`src/rtl/conv_in_dispatcher.sv`:
```
// conv_in_dispatcher: buffers IFM/weight streams in FIFOs and answers CONV_ACC reads with zero latency
//   ports: clk, rst_n (sync, active-low); start_conv + ifm_words/wgt_words program a conv;
//   ifm_s_*/wgt_s_* upstream valid/ready fill; ifm_read/ifm and wgt_read/weight serve CONV_ACC;
//   busy (RUN), done (one-cycle pulse), underflow (sticky bad read).
//   Optional macro DISP_BYPASS_EN: empty-FIFO reads take upstream data straight through.
module conv_in_chan #(
    parameter int W  = 64,
    parameter int AW = 4,
    parameter int CW = 16
) (
    input  logic          clk,
    input  logic          rst_n,
    input  logic          clr,
    input  logic          run,
    input  logic [CW-1:0] len_in,
    input  logic [W-1:0]  s_data,
    input  logic          s_valid,
    output logic          s_ready,
    input  logic          read,
    output logic [W-1:0]  dout,
    output logic          all_served,
    output logic          uflow
);
    logic [W-1:0]  mem [2**AW];
    logic [AW:0]   wp, rp;
    logic [CW-1:0] len, acc, srv;
    logic          full, empty, pop, push, byp;

    assign full       = (wp[AW] != rp[AW]) && (wp[AW-1:0] == rp[AW-1:0]);
    assign empty      = wp == rp;
    assign all_served = srv == len;
    // bypass only happens on an empty FIFO, where accepted==served, so the
    // regular ready term is already 1 whenever bypass fires
    assign s_ready    = run && !full && (acc < len);
`ifdef DISP_BYPASS_EN
    assign byp        = run && read && empty && s_valid && (srv < len);
`else
    assign byp        = 1'b0;
`endif
    assign pop        = run && read && !empty && (srv < len);
    assign push       = s_valid && s_ready && !byp;
    assign dout       = pop ? mem[rp[AW-1:0]] : byp ? s_data : '0;
    assign uflow      = run && read && !pop && !byp;

    always_ff @(posedge clk) begin
        if (!rst_n) begin
            wp  <= '0;
            rp  <= '0;
            len <= '0;
            acc <= '0;
            srv <= '0;
        end else if (clr) begin
            wp  <= '0;
            rp  <= '0;
            len <= len_in;
            acc <= '0;
            srv <= '0;
        end else begin
            if (push)        wp  <= wp + 1'b1;
            if (pop)         rp  <= rp + 1'b1;
            if (push || byp) acc <= acc + 1'b1;
            if (pop || byp)  srv <= srv + 1'b1;
        end
    end

    always_ff @(posedge clk) begin
        if (push) mem[wp[AW-1:0]] <= s_data;
    end
endmodule

module conv_in_dispatcher #(
    parameter int IFM_W   = 64,
    parameter int WGT_W   = 32,
    parameter int FIFO_AW = 4,
    parameter int CNT_W   = 16
) (
    input  logic             clk,
    input  logic             rst_n,
    input  logic             start_conv,
    input  logic [CNT_W-1:0] ifm_words,
    input  logic [CNT_W-1:0] wgt_words,
    input  logic [IFM_W-1:0] ifm_s_data,
    input  logic             ifm_s_valid,
    output logic             ifm_s_ready,
    input  logic [WGT_W-1:0] wgt_s_data,
    input  logic             wgt_s_valid,
    output logic             wgt_s_ready,
    input  logic             ifm_read,
    output logic [IFM_W-1:0] ifm,
    input  logic             wgt_read,
    output logic [WGT_W-1:0] weight,
    output logic             busy,
    output logic             done,
    output logic             underflow
);
    typedef enum logic [1:0] {IDLE, RUN, DONE} state_t;
    state_t state, state_nx;
    logic   start, run, ifm_all, wgt_all, ifm_uf, wgt_uf;

    assign start = (state == IDLE) && start_conv;
    assign run   = state == RUN;
    assign busy  = run;
    assign done  = state == DONE;

    conv_in_chan #(.W(IFM_W), .AW(FIFO_AW), .CW(CNT_W)) u_ifm (
        .clk(clk), .rst_n(rst_n), .clr(start), .run(run), .len_in(ifm_words),
        .s_data(ifm_s_data), .s_valid(ifm_s_valid), .s_ready(ifm_s_ready),
        .read(ifm_read), .dout(ifm), .all_served(ifm_all), .uflow(ifm_uf)
    );

    conv_in_chan #(.W(WGT_W), .AW(FIFO_AW), .CW(CNT_W)) u_wgt (
        .clk(clk), .rst_n(rst_n), .clr(start), .run(run), .len_in(wgt_words),
        .s_data(wgt_s_data), .s_valid(wgt_s_valid), .s_ready(wgt_s_ready),
        .read(wgt_read), .dout(weight), .all_served(wgt_all), .uflow(wgt_uf)
    );

    always_comb begin
        state_nx = state;
        case (state)
            IDLE:    state_nx = start_conv ? RUN : IDLE;
            RUN:     state_nx = (ifm_all && wgt_all) ? DONE : RUN;
            default: state_nx = IDLE;
        endcase
    end

    always_ff @(posedge clk) begin
        if (!rst_n) begin
            state     <= IDLE;
            underflow <= 1'b0;
        end else begin
            state <= state_nx;
            if (start)                 underflow <= 1'b0;
            else if (ifm_uf || wgt_uf) underflow <= 1'b1;
        end
    end
endmodule
```
`config.mk`:
```
export PLATFORM = sky130hd
export DESIGN_NAME = conv_in_dispatcher
export DESIGN_NICKNAME = d
export VERILOG_FILES = /design/src/rtl/conv_in_dispatcher.sv
export SDC_FILE = /design/constraint.sdc
export NUM_CORES = 1
export LEC_CHECK = 0
export ABC_CLOCK_PERIOD_IN_PS = 9300
export BUFFER_PORTS_ARGS = -buffer_cell sky130_fd_sc_hd__buf_2
export CORE_ASPECT_RATIO = 1.25
export CORE_MARGIN = 2
export CORE_UTILIZATION = 35
export CTS_CLUSTER_DIAMETER = 200
export DETAILED_ROUTE_END_ITERATION = 6
export PLACE_DENSITY_LB_ADDON = 0.12
export SYNTH_ARGS = -nofsm -noshare
export SYNTH_HDL_FRONTEND = slang
export SYNTH_SLANG_ARGS = --single-unit
```
`constraint.sdc`:
```
create_clock -name clk -period 9.3 [get_ports clk]
set_input_delay 0.93 -clock clk [delete_from_list [all_inputs] [get_ports clk]]
set_output_delay 0.93 -clock clk [all_outputs]
set_load 0.1 [all_outputs]
```
# After elaboration in Yosys (flattened, before gate mapping)
# Memory sizes are Yosys's and may differ from the RTL's. A register that Yosys moved wholly into a read port is not among the register bits.
# Cells that the tools add are included.
# classes
muxes	13
bitwise	1
order_cmp	4
add_sub_neg	8
div	0
reduce_logical	27
shift	0
n_eq_ne	10
mul	0
# op_table
operator	n
adder 16 x 1 -> 16 bit (second input constant)	4
< comparator 16 bit	4
2-to-1 mux 64 bit	1
== test 16 bit	2
2-to-1 mux 32 bit	1
adder 5 x 1 -> 5 bit (second input constant)	4
logical AND 1 bit	18
2-to-1 mux 4 bit	4
== test 5 bit	2
== test 4 bit	2
logical NOT 1 bit	6
2-to-1 mux 1 bit	5
one-hot mux 2 bit (2 select lines)	1
== test 2 x 1 -> 1 bit (second input constant)	1
== test 2 bit (second input constant)	1
logical NOT 2 bit	1
2-to-1 mux 2 bit	1
!= test 1 bit	2
OR reduction 2 bit	1
logical OR 1 bit	1
inverter 1 bit	1
# totals
out_inout_bits	101
n_memories	2
romBits	0
mem_bits_rw	1536
latch_bits	0
reg_bits	119
# memory_table
memory	depth	width	read_ports	rd_ports_with_merged_regs	write_ports	line_no	text
u_ifm.mem	16	64	1	1	1	24	logic [W-1:0] mem [2**AW];
u_wgt.mem	16	32	1	1	1	24	

# Longest topological paths before layout
# depth
ltp_word	8
ltp_mapped	11

# Hierarchy
# Synthesis repeated with hierarchy kept, for this count alone.
# unflattened
hier_cells	3123
area_unflattened_um2	65731.8
# by_module_without_submodules
module	instances	seq_area_each_um2	cells_each	area_each_um2
conv_in_chan (u_ifm)	1	31990.7	1927	42468.2
conv_in_chan (u_wgt)	1	16615.9	1184	23127.2
conv_in_dispatcher	1	60.1	12	136.4

# Worst setup path before layout
# Ideal clock, no wire load.
# synth_path
path_kind	register to register
start	reg u_ifm.acc[5]
end	mem u_ifm.mem[3][0], enable pin
stages_incl_launch_ff	8
path_slack_ns	2.599
synth_period_minus_slack_ns	6.701
arrival_ns	6.136
path_buffers	0
path_cell_list	dfxtp_1 -> ha_1 -> a21o_1 -> a21o_1 -> a211o_1 -> a21oi_1 -> o2111ai_1 -> nor3_1
# synth_via
elab_chain_cells	5
# synth_rtl
item	line_no	text
start: declaration	26	logic [CW-1:0] len, acc, srv;
start signal: assignment	61	if (push || byp) acc <= acc + 1'b1;
< comparator 16 bit	34	assign s_ready = run && !full && (acc < len);
logical AND 1 bit	34	
logical AND 1 bit	41	assign push = s_valid && s_ready && !byp;
2-to-1 mux 1 bit	67	if (push) mem[wp[AW-1:0]] <= s_data;
2-to-1 mux 1 bit (not written as such)	67	
end: declaration	24	
# No other way between the ends.

# Worst setup path after layout
# layout_path
start	reg state[0]
end	out ifm[0]
# layout_via
elab_chain_cells	5
# layout_rtl
item	line_no	text
start: declaration	97	state_t state, state_nx;
start signal: assignment	131	state <= state_nx;
== test 2 x 1 -> 1 bit	101	assign run = state == RUN;
logical AND 1 bit (3 in a row)	40	assign pop = run && read && !empty && (srv < len);
2-to-1 mux 64 bit	42	assign dout = pop ? mem[rp[AW-1:0]] : byp ? s_data : '0;
end: declaration	89	output logic [IFM_W-1:0] ifm,
# No other way between the ends.

==> out/metrics.cfg <==
[floorplanning]
io_pins = 236
initial_core_util_pct = 35.30
die_x_um = 389.6
std_cell_rows = 176
dieArea_um2 = 189400
die_y_um = 486.1
core-area_um2 = 184300

[outcome]
outcome = completed

[synthesis]
synth_top_family_by_area = multiplexers
synth_compound_gate_area_share_pct = 1.329
synthXorXnorAreaFrac_pct = 0.8884
synth.avg_cell_area_um2 = 21.25
syn_area_um2 = 65070
synth_simple_gate_area_share_pct = 3.521
synth.ff_latch_count = 1663
muxShareOfSynthArea_pct = 16.66
syn_nets = 3273
synth_ff_type = edfxtp_1
synth_edf_count = 1536
syn_inst = 3062
yosysSeqAreaShare_pct = 74.80
synthAdderAreaFrac_pct = 1.461
ys_types = 54
postSynth.asyncResetShare_pct = 0
ys.warnings.count = 0

[timing]
period_share_pct = 58.24
setup_viol = 0
slew_headroom_pct = 23.26
grt_setup_unrepaired = false
finClkSkew_ns = 0.06640
finalSetupTns_ns = 0
worstMarginPinSlew_ns = 1.151
min_period_ns = 5.416
finalMaxSlewViolations = 0
max_freq_mhz = 184.6
holdWs_ns = 0.3009
timing.final.ws_setup_ns = 3.884
hold_violations = 0

[global_routing]
antenna_found_initial = 42
first_global_vias = 33380
grt_use_met3_pct = 3.544
grt_max_degree = 113
met2_usage_pct = 29.33
grt-busiest-layer = met2
grt_use_total_pct = 17.28
grtUsageMet1_pct = 22.77
grt.overflow.total = 0
grt_pass1_wl_um = 236100

[critical_path]
crit_path_end_kind = output port
cp_slowest_stage_delay_ns = 0.65
arrival_ns = 4.49
crit_required_ns = 8.37
slowest_stage = o21a_4
critPathLaunchType = register
worst-path-buf-inv = 2
crit_family = compound AO/OA/AOI/OAI gates
cp_max_fo = 39
crit_chain = nor2b_1 -> nand2_1 -> a2111oi_2 -> o21a_4 -> buf_4 -> and3_1 -> buf_2
critPathKind = reg2out

[clock_tree]
htreeDepth = 4
root_buffer = clkbuf_16
numCtsBuffers = 172
postCtsSetupBuffers = 0
clkSinkCount = 1663
clk_latency_ns = 0.83
cts.clk_slew.worst_paths_ns = 0.06
cts.hold.buffers_added = 0
cts_tree = built
cts_resized = 0
clockBufferDepth = 3

[layout]
finalNetCount = 3580
multiInputGateArea_um2 = 15760
nFillCells = 16270
syn2layout_area_growth_pct = 14.92
area.sequential_um2 = 48690
drive_gt1_share_pct = 30.42
mostFrequentLayoutCells = edfxtp_1 (1536), mux4_2 (480), buf_2 (235), clkbuf_16 (172), dfxtp_1 (119)
final_common_cell = edfxtp_1
finalCoreUtilization_pct = 40.57

[route]
num_vias = 31310
drt_iter0_drc = 2065
drt-pass1-iter-count = 4
final_antenna_net_count = 0
drc = 0
wirelength_um = 163500
routedWlPerCell_um = 27.56
routed_via_density = 5.280

[place]
dp_hpwl_um = 86970
port_buffers = 235
gp_congestion = 0.7739
dp_slack_ns = 4.614

[pwr]
p_leak_uw = 0.02348
ir_drop_mv = 0.1325
power.density_nw_per_um2 = 204.4

[run]
drv_cap = 0

[min_path]
hp-class = in2reg

## flip-flops by register name, indices dropped and copies added, names as in the netlist, 2 cells and up, named ones only
| name | flops |
|---|---|
| state | 2 |
| u_wgt.acc | 16 |
| u_wgt.len | 16 |
| u_ifm.len | 16 |
| u_wgt.mem | 512 |
| u_ifm.rp | 5 |
| u_wgt.srv | 16 |
| u_ifm.srv | 16 |
| u_ifm.acc | 16 |
| u_wgt.wp | 5 |
| u_ifm.mem | 1024 |
| u_wgt.rp | 5 |
| u_ifm.wp | 5 |
## area by class of cell
cell class              count  area share [%]
flip-flops and latches   1663           65.12
multi-input cells        1186           21.07
clock buffers             216           6.030
well taps                2403           4.021
repair buffers            295           2.209
clock inverters           107           1.263
inverters                  51          0.2560
diodes                     10         0.03347
## layer usage
| metal | vias to the layer above | share of wire [%] |
|---|---|---|
| met2 | 776 | 50 |
| li1 | 13370 | - |
| met1 | 16870 | 42 |
| met3 | 264 | 5.6 |
| met5 | - | 0.14 |
| met4 | 38 | 1.9 |
## cell usage after synthesis, drive strengths merged (5+ instances only)
library cell / n / area share [%]
or3: 6 / 0.058
nor4: 11 / 0.20
edfxtp: 1536 / 71
a21oi: 44 / 0.34
xor2: 38 / 0.51
xnor2: 28 / 0.38
nor2b: 9 / 0.087
o21ai: 45 / 0.35
mux4: 480 / 17
nand3: 33 / 0.26
nand2: 73 / 0.42
ha: 76 / 1.5
and2: 39 / 0.38
and3: 89 / 0.86
nor3: 12 / 0.092
clkbuf: 107 / 0.62
buf: 55 / 0.43
o31ai: 11 / 0.13
nand2b: 5 / 0.048
a21o: 10 / 0.12
and4: 7 / 0.094
o21a: 7 / 0.083
nand4: 34 / 0.33
inv: 51 / 0.29
dfxtp: 127 / 3.9
or4: 12 / 0.14
nor2: 88 / 0.51
## cells by family after synthesis
family / after synthesis
AOI/OAI and AO/OA: 139
xor gates and xnor gates: 66
adders and majority gates: 76
buffers and inverters: 213
DFF: 1663
muxes: 483
and+or+nand+nor: 422
## final timing paths
| path | startpoint | endpoint | slack (ns) | depth (start not counted) |
|---|---|---|---|---|
| setup reg to reg | u_ifm.len[5] | u_ifm.mem[11][24] | 5.00 | 11 |
| hold reg to reg | underflow | underflow | 0.48 | 2 |
| setup / recovery | state[0] | ifm[0] | 3.88 | 7 |
| hold / removal | ifm_words[4] | u_ifm.len[4] | 0.30 | 3 |
## worst reg2reg max path, cell delays in order (launching register included)
cell       delay (ns)
dfxtp_1          0.31
inv_1            0.08
ha_1             0.30
a21o_1           0.16
a21o_1           0.18
a211o_1          0.28
a21oi_1          0.30
o2111ai_1        0.20
buf_4            0.24
nor2b_4          0.48
buf_4            0.52
buf_4            0.78
## through the flow
stage	cells	power, uW	cell area, um2
after floorplan	3062	8617	65070
after global placement	5598	8818	69300
after detailed placement	5598	8839	69300
after CTS	5921	15500	74750
after global routing	5923	15810	74760
final	5931	15280	74780
## power by group
part	switching [uW]	total (uW)	leakage (uW)	internal (uW)
combinational	320	449	0.00599	130
sequential	14.9	8220	0.0149	8210
clock	2940	6610	0.00263	3670
total	3270	15300	0.0235	12000
(Power assumes the default switching activity.)
